## src/rtl/spi_pkg.sv

```systemverilog
// Shared types and elaboration-time helpers for the oversampled SPI target.
package spi_pkg;

    typedef enum logic {
        IDLE   = 1'b0,
        ACTIVE = 1'b1
    } state_t;

    // Bits needed to count 0..value-1.
    function automatic int clog2(input int value);
        int r;
        r = 0;
        for (int i = 0; i < 31; i++) begin
            if ((1 << i) < value) r = i + 1;
        end
        return r;
    endfunction

    // The leading edge leaves the idle level, so it is a rising edge when idle is low.
    function automatic logic lead_is_rise(input logic cpol);
        return !cpol;
    endfunction

    function automatic logic sample_on_lead(input logic cpha);
        return !cpha;
    endfunction

endpackage

```

## src/rtl/spi_sync_edge.sv

```systemverilog
// Multi-flop synchroniser for one asynchronous pin with rise/fall strobes.
module spi_sync_edge
#(
    parameter int   STAGES    = 2,
    parameter logic RESET_VAL = 1'b0
) (
    input  logic clk,
    input  logic rst,
    input  logic i_d,
    output logic o_rise,
    output logic o_fall
);

    logic [STAGES-1:0] r_sync;
    logic              r_prev;

    always_ff @(posedge clk or negedge rst) begin
        if (!rst) begin
            r_sync <= {STAGES{RESET_VAL}};
            r_prev <= RESET_VAL;
        end else begin
            r_sync <= {r_sync[STAGES-2:0], i_d};
            r_prev <= r_sync[STAGES-1];
        end
    end

    assign o_rise = r_sync[STAGES-1] & ~r_prev;
    assign o_fall = ~r_sync[STAGES-1] & r_prev;

endmodule

```

## src/rtl/spi_target_sync.sv

```systemverilog
// SPI target clocked entirely by clk: pins are oversampled, edges become one-clk strobes.
// TX side: tx_valid/tx_ready fill a one-word holding register; a transfer happens when both are high.
module spi_target_sync
    import spi_pkg::*;
#(
    parameter int WIDTH       = 64,
    parameter bit CPOL        = 1'b0,
    parameter bit CPHA        = 1'b0,
    parameter bit MSB_FIRST   = 1'b1,
    parameter int SYNC_STAGES = 2
) (
    input  logic             clk,
    input  logic             rst,
    input  logic             sclk,
    input  logic             cs_n,
    input  logic             mosi,
    output logic             miso,
    output logic             miso_oe,
    input  logic [WIDTH-1:0] tx_data,
    input  logic             tx_valid,
    output logic             tx_ready,
    output logic [WIDTH-1:0] rx_data,
    output logic             rx_valid,
    output logic             tx_underrun,
    output logic             frame_err,
    output logic             busy
);

    localparam int CNT_W       = clog2(WIDTH);
    localparam bit LEAD_RISE   = lead_is_rise(CPOL);
    localparam bit SAMPLE_LEAD = sample_on_lead(CPHA);

    logic w_sclk_rise, w_sclk_fall, w_cs_rise, w_cs_fall;
    logic w_lead, w_trail, w_sample_edge, w_shift_edge, w_mosi, w_accept;
    logic w_start, w_stop, w_shift_ev, w_sample_ev, w_load, w_word_done;
    logic [WIDTH-1:0] w_shreg_in_nxt;
    state_t r_state, w_state_nxt;

    logic [SYNC_STAGES-1:0] r_mosi_sync;
    logic [WIDTH-1:0]       r_shreg_in, r_shreg_out, r_hold, r_rx_data;
    logic [CNT_W-1:0]       r_bit_cnt;
    logic                   r_full, r_pending, r_rx_valid, r_underrun, r_frame_err;

    spi_sync_edge #(.STAGES(SYNC_STAGES), .RESET_VAL(CPOL)) u_sclk_sync (
        .clk    (clk),
        .rst    (rst),
        .i_d    (sclk),
        .o_rise (w_sclk_rise),
        .o_fall (w_sclk_fall)
    );

    spi_sync_edge #(.STAGES(SYNC_STAGES), .RESET_VAL(1'b1)) u_cs_sync (
        .clk    (clk),
        .rst    (rst),
        .i_d    (cs_n),
        .o_rise (w_cs_rise),
        .o_fall (w_cs_fall)
    );

    // mosi shares the sclk pipeline depth so its value lines up with the detected edge.
    always_ff @(posedge clk or negedge rst) begin
        if (!rst) r_mosi_sync <= '0;
        else      r_mosi_sync <= {r_mosi_sync[SYNC_STAGES-2:0], mosi};
    end

    assign w_mosi        = r_mosi_sync[SYNC_STAGES-1];
    assign w_lead        = LEAD_RISE ? w_sclk_rise : w_sclk_fall;
    assign w_trail       = LEAD_RISE ? w_sclk_fall : w_sclk_rise;
    assign w_sample_edge = SAMPLE_LEAD ? w_lead : w_trail;
    assign w_shift_edge  = SAMPLE_LEAD ? w_trail : w_lead;
    assign w_accept      = tx_valid && !r_full;
    assign w_shreg_in_nxt = MSB_FIRST ? {r_shreg_in[WIDTH-2:0], w_mosi}
                                      : {w_mosi, r_shreg_in[WIDTH-1:1]};

    always_ff @(posedge clk or negedge rst) begin
        if (!rst) r_state <= IDLE;
        else      r_state <= w_state_nxt;
    end

    // A CS edge owns its clk: any sclk edge coinciding with it is dropped.
    always_comb begin
        w_state_nxt = r_state;
        w_start     = 1'b0;
        w_stop      = 1'b0;
        w_shift_ev  = 1'b0;
        w_sample_ev = 1'b0;
        case (r_state)
            IDLE: begin
                if (w_cs_fall) begin
                    w_state_nxt = ACTIVE;
                    w_start     = 1'b1;
                end
            end
            ACTIVE: begin
                if (w_cs_rise) begin
                    w_state_nxt = IDLE;
                    w_stop      = 1'b1;
                end else begin
                    w_shift_ev  = w_shift_edge;
                    w_sample_ev = w_sample_edge;
                end
            end
            default: w_state_nxt = IDLE;
        endcase
        w_load      = (w_start && !CPHA) || (w_shift_ev && r_pending);
        w_word_done = w_sample_ev && (r_bit_cnt == CNT_W'(WIDTH - 1));
    end

    always_ff @(posedge clk or negedge rst) begin
        if (!rst) begin
            r_hold      <= '0;
            r_full      <= 1'b0;
            r_shreg_out <= '0;
            r_shreg_in  <= '0;
            r_bit_cnt   <= '0;
            r_pending   <= 1'b0;
            r_rx_data   <= '0;
            r_rx_valid  <= 1'b0;
            r_underrun  <= 1'b0;
            r_frame_err <= 1'b0;
        end else begin
            r_rx_valid  <= 1'b0;
            r_underrun  <= 1'b0;
            r_frame_err <= 1'b0;

            // An accept and a load in one clk: the load sees empty, the new word stays held.
            if (w_accept)    r_full <= 1'b1;
            else if (w_load) r_full <= 1'b0;
            if (w_accept)    r_hold <= tx_data;

            if (w_load) begin
                r_shreg_out <= r_full ? r_hold : '0;
                r_underrun  <= !r_full;
            end else if (w_shift_ev) begin
                r_shreg_out <= MSB_FIRST ? {r_shreg_out[WIDTH-2:0], 1'b0}
                                         : {1'b0, r_shreg_out[WIDTH-1:1]};
            end

            if (w_start) begin
                r_bit_cnt  <= '0;
                r_shreg_in <= '0;
                r_pending  <= CPHA;
            end else if (w_stop) begin
                r_bit_cnt   <= '0;
                r_pending   <= 1'b0;
                r_frame_err <= (r_bit_cnt != '0);
            end else begin
                if (w_load) r_pending <= 1'b0;
                if (w_sample_ev) begin
                    r_shreg_in <= w_shreg_in_nxt;
                    if (w_word_done) begin
                        r_bit_cnt  <= '0;
                        r_rx_data  <= w_shreg_in_nxt;
                        r_rx_valid <= 1'b1;
                        r_pending  <= 1'b1;
                    end else begin
                        r_bit_cnt <= r_bit_cnt + CNT_W'(1);
                    end
                end
            end
        end
    end

    assign busy        = (r_state == ACTIVE);
    assign miso_oe     = busy;
    assign miso        = miso_oe & (MSB_FIRST ? r_shreg_out[WIDTH-1] : r_shreg_out[0]);
    assign tx_ready    = !r_full;
    assign rx_data     = r_rx_data;
    assign rx_valid    = r_rx_valid;
    assign tx_underrun = r_underrun;
    assign frame_err   = r_frame_err;

endmodule
```

## config.mk

```make
export PLATFORM = sky130hd
export DESIGN_NAME = spi_target_sync
export DESIGN_NICKNAME = d
export VERILOG_FILES = /design/src/rtl/spi_pkg.sv /design/src/rtl/spi_sync_edge.sv /design/src/rtl/spi_target_sync.sv
export SDC_FILE = /design/constraint.sdc
export NUM_CORES = 1
export LEC_CHECK = 0
export BUFFER_PORTS_ARGS = -buffer_cell sky130_fd_sc_hd__buf_2
export CELL_PAD_IN_SITES_DETAIL_PLACEMENT = 1
export CELL_PAD_IN_SITES_GLOBAL_PLACEMENT = 1
export CORE_ASPECT_RATIO = 1.75
export CORE_MARGIN = 2
export CORE_UTILIZATION = 45
export CTS_CLUSTER_SIZE = 12
export DETAILED_ROUTE_END_ITERATION = 12
export PLACE_DENSITY = 0.76
export SLEW_MARGIN = 15
export SYNTH_ARGS = -nofsm -noshare
export SYNTH_HDL_FRONTEND = slang
export SYNTH_SLANG_ARGS = --single-unit
```

## constraint.sdc

```tcl
create_clock -name clk -period 4.56 [get_ports clk]
set_input_delay 0 -clock clk [delete_from_list [all_inputs] [get_ports clk]]
set_output_delay 0 -clock clk [all_outputs]
set_load 0.005 [all_outputs]
```

# Word-level counts from Yosys, hierarchy flattened
# Cells that the tools add are included.
# totals
input_bits,70
regBits,275
ram_bits,0
n_memories,0
rom_bits,0
wordCells,77
out_inout_bits,71
latch_bits,0
# classes
muxes,34
n_mul,0
shift,0
addsub,1
div_mod_pow,0
n_reduce_logical,12
n_eq_ne,2
order_cmp,0
bitwise,12
# op_table
op,n
$mux W64,3
$mux W63,3
$mux W6,4
$mux W1,23
$not A1 Y1,7
$add A6 B1 Y6 const B,1
$eq A6 B6 Y1 const B,1
$reduce_bool A2 Y1,3
$reduce_bool A6 Y1,1
$and A1 B1 Y1,5
$reduce_and A4 Y1,1
$logic_and A1 B1 Y1,3
$reduce_bool A3 Y1,1
$ne A2 B2 Y1 const B,1
$pmux W1 S2,1
$reduce_and A2 Y1,1
$logic_not A1 Y1,1
$logic_or A1 B1 Y1,1

# Longest topological paths before layout
# logic_depth
word_depth,11
depth_mapped,7
mapped_depth_nobuf,5

# Modules after synthesis
# Synthesis repeated with hierarchy kept, for this count alone.
# unflattened
hier_cells,996
hier_area_um2,11487.3
# modules_own_cells
mod,n_inst,cells_each,area_each_um2,seq_area_each_um2
spi_target_sync,1,986,11303.3,6731.5
spi_sync_edge (u_cs_sync),1,5,93.8,78.8
spi_sync_edge (u_sclk_sync),1,5,90.1,75.1

# Worst setup path before layout
# No wires, ideal clock.
# synth_timing
path_kind,register to register
start,register u_cs_sync.r_prev
end,"register r_rx_data[36], in the netlist rx_data[36]"
t_arrival_ps,1833
setup_slack_ps,2600
path_stages_with_launch,8
t_required_ps,4433
path_buffers,4
period_less_slack_ps,1960
setup_ps,127
cell_sequence,dfstp_2 -> buf_4 -> nor2b_1 -> buf_2 -> nor4_4 -> buf_6 -> buf_6 -> mux2_1
# synth_via
elab_chain_len,6
word_cells_on_any_way,13
classes_between,6 x mux; 5 x bitwise; 2 x reduce/logical
# synth_lines
item,line,rtl
start: declaration,spi_sync_edge.sv:15,logic r_prev;
start signal: assignment,spi_sync_edge.sv:23,r_prev <= r_sync[STAGES-1];
$not A1 Y1,spi_sync_edge.sv:27,assign o_rise = r_sync[STAGES-1] & ~r_prev;
$and A1 B1 Y1,spi_sync_edge.sv:27,
$mux W1,spi_target_sync.sv:95,if (w_cs_rise) begin
$mux W1,spi_target_sync.sv:87,case (r_state)
$logic_and A1 B1 Y1 or $not A1 Y1 (tied branches),-,
$reduce_and A4 Y1 (no line) (*),-,
end signal: assignment,spi_target_sync.sv:153,r_rx_data <= w_shreg_in_nxt;
end: declaration,spi_target_sync.sv:40,"logic [WIDTH-1:0] r_shreg_in, r_shreg_out, r_hold, r_rx_data;"
# Mark *: on every way between the ends. The rest lies on a longest branch, timed or not.
# A chain may end at the register's enable or synchronous reset.

# Worst setup path in the final report
# layout_timing
start,"register r_state, in the netlist busy"
end,register r_shreg_out[59]
# layout_via
elab_chain_len,4
word_cells_on_any_way,6
classes_between,3 x mux; 3 x reduce/logical
# layout_lines
item,line,rtl
start: declaration,spi_target_sync.sv:37,"state_t r_state, w_state_nxt;"
start signal: assignment,spi_target_sync.sv:77,else r_state <= w_state_nxt;
$mux W1,spi_target_sync.sv:87,
$logic_and A1 B1 Y1,spi_target_sync.sv:105,w_load = (w_start && !CPHA) || (w_shift_ev && r_pending);
$logic_or A1 B1 Y1,spi_target_sync.sv:105,
$mux W64 or $reduce_bool A2 Y1 (tied branches),-,
end signal: assignment,spi_target_sync.sv:132,r_shreg_out <= r_full ? r_hold : '0;
end signal: assignment,spi_target_sync.sv:135,"r_shreg_out <= MSB_FIRST ? {r_shreg_out[WIDTH-2:0], 1'b0}"
end: declaration,spi_target_sync.sv:40,
# Several ways; a longest one is shown, not always the timed one.

==> impl_results.md <==
* Status: complete, no violations
* Total gr overflow at 0
* Slew at the pin with the worst max-slew slack at around 1.1 ns
* Syn nets at between 800 and 900
* Htree depth at 1
* Crit path required time at about 5 ns
* Number of global-route vias before repair at roughly 8.3k
* Worst EP arrival at between 3 and 4 ns
* CTS tree: done
* Iter 0 DRT Violations at slightly above 500
* Syn_area_per_cell at around 14 um2
* Final setup TNS at 0 ns
* Largest net degree at the start of global routing at between 100 and 150
* Post-layout min period at 3.03 ns
* Clock sinks at 275
* Initial antenna violation count at 1
* Max Cap Violations at 0
* Hold Violations, Final at 0
* Io pins at 141
* Synth warn at 0
* Nets at 1,036
* All-Layer GR Usage at roughly a fifth
* Power Dens Cells at 468 nW/um2
* Gp weighted congestion at approximately 0.77
* Vias/cell at between 5 and 6
* DR WL/cell at roughly 21 um
* Reg clk slew, reported paths at approximately 0.070 ns
* Final period util at between 60% and 70%
* Worst Setup Path Type: flip-flop to flip-flop
* Maximum VDD drop at about 310 uV
* Seq/Total Area, Yosys at around three fifths
* Area contributors post-synth: dfrtp_1 61%, mux2_2 11%, a22o_1 5.1%
* Worst clock skew at slightly above 0.01 ns
* Port Buf Inserts at 140
* Relative slew slack at 27.8%
* Crit-path max FO at 65
* Core Footprint at between 20,000 and 25,000 um2
* P_leak at between 0.006 and 0.007 uW
* Synth cell types at 38
* Share of layout cells above drive strength 1 at 31.6%
* Fill cells at 2,439
* Crit path capture type: flip-flop
* Synth-to-layout area growth at 20.4%
* Chip width at between 100 and 150 um
* Worst min path class: input port to flip-flop
* Starting Density at between 40% and 50%
* Top FF cell, synth: dfrtp_1
* Post-CTS sizing at 0
* Chip height at between 200 and 250 um
* CTS root buf: clkbuf_16
* Number of flops mapped to enable cells by yosys at 0
* Final setup viols at 0
* Clk Latency, worst-skew pair at around 0.53 ns
* Die area at around 26,000 um2
* Final Hold Slack at 0.0210 ns
* Drt total wl at between 20,000 and 30,000 um
* CTS buffer count at 27
* Routed vias at 7,605
* Post-layout util at a little over half
* Power consumption at 6330 uW
* Core Rows at 76
* Inst Count DP at about 1.2k
* Pre-Repair DR Iteration Count at 4
* First-pass GRT wire length at between 40,000 and 50,000 um
* Synth area leader: dfrtp_1
* Detailed placement HPWL at roughly 15,000 um
* RSZ-0062 raised after global routing: no
* Final cell count without fillers at between 1k and 1.5k
* Post-synth ARST share at 100%
* Post-Synthesis Cells at 797
* DRC violations left at 0
* CP startpoint kind: flip-flop
* Post-CTS Setup Bufs at 0
* Fin. max-slew vios at 0
* Mapped Area at approximately 11,000 um2
* Seq cells post-synth at roughly 280
* Top cell type's share of synthesized area at 60.6%
* CTS Buffer Depth at 3
* Post-DRT Antenna Nets at 0
* Fmax achieved at approximately 0.33 GHz
flip-flops by register name, summed over array words and instances (netlist names), 2 cells and up:
name,count
r_hold,64
r_shreg_out,64
rx_data,64
r_shreg_in,63
r_bit_cnt,6
r_mosi_sync,2
u_cs_sync.r_sync,2
u_sclk_sync.r_sync,2
worst paths after layout:
kind / start / endpoint / slack [ns] / cells after the start
max: busy / r_shreg_out[59] / 1.53 / 6
min: tx_valid / r_full / 0.02 / 3
max reg2reg: busy / r_shreg_out[59] / 1.53 / 6
min reg2reg: r_mosi_sync[0] / r_mosi_sync[1] / 0.35 / 0
max in group asynchronous: rst / rx_data[54] / 3.22 / 3
min in group asynchronous: rst / r_hold[10] / 0.12 / 2
cell type report:
type | instances | area [um2] | area share (%)
diodes | 1 | 2.50 | 0.0185
flip-flops and latches | 275 | 6890 | 50.9
clock buffers | 38 | 717 | 5.30
inverters | 4 | 15.0 | 0.111
multi-input cells | 434 | 3990 | 29.5
clock inverters | 3 | 15.0 | 0.111
well taps | 312 | 390 | 2.89
repair buffers | 222 | 1510 | 11.2
cells by family after synthesis:
kind of cell | synth area share (%)
AOI/OAI and AO/OA | 19.9
xor gates and xnor gates | 0.156
adders and majority gates | 0.312
buffers and inverters | 3.71
DFF | 61.3
muxes | 12.8
and+or+nand+nor | 1.80
power breakdown:
part | total, uW | switching (uW) | internal [uW]
logic | 1070 | 472 | 598
registers | 3310 | 334 | 2970
clock network | 1960 | 877 | 1080
routing by layer:
layer,global-route usage [%],share of wire [%],vias up
met2,36.3,53,175
met3,3.26,4.5,30
met4,5.64,1.8,0
met1,26.0,41,3980
li1,-,-,3420
met5,0,0,-
through the flow:
step | area [um2] | worst slack (ns)
3_3_place_gp | 12100 | 1.67
6_report | 13500 | 1.53
3_5_place_dp | 12100 | 1.50
2_1_floorplan | 11200 | 2.60
5_1_grt | 13500 | 1.31
4_1_cts | 13500 | 1.47
cells in the final DEF, fill, tap and decap left out, drive strengths merged, types with 7 or more instances in the layout:
| cell type | Yosys | final |
|---|---|---|
| a2bb2oi | 63 | 63 |
| o211ai | 64 | 64 |
| clkbuf | 38 | 38 |
| buf | 46 | 154 |
| dlygate4sd3 | 0 | 68 |
| mux2 | 128 | 128 |
| a32oi | 63 | 63 |
| nand2 | 7 | 7 |
| nor2 | 7 | 7 |
| dfrtp | 272 | 272 |
| a22o | 65 | 65 |
synth_stat cells (2+ instances only):
library cell    n
dfrtp_1       272
mux2_2        108
a22o_1         65
o211ai_1       64
a2bb2oi_1      63
a32oi_1        63
clkbuf_1       38
buf_2          33
mux2_1         20
nand2_1         7
nor2_1          7
buf_4           6
buf_1           4
inv_1           4
a21o_1          3
buf_6           3
dfstp_2         3
nand3_1         3
nor2b_1         3
nor4_1          3
o21ai_0         3
and2_1          2
and3b_1         2
and4b_1         2
ha_1            2
xnor2_1         2
worst max-delay path, stage by stage, from the launching register on:
cell,delay (ns)
dfrtp_1,0.49
nor2_1,0.62
o21ai_4,0.10
buf_4,0.35
nand2_2,0.77
buf_4,0.40
a2bb2oi_1,0.21
what timing repair did:
item / in CTS / in global routing
hold endpoints to repair: 179 / 0
endpoints found under the setup margin: 0 / 0
hold buffers: 68 / 0
(Power assumes the default switching activity.)
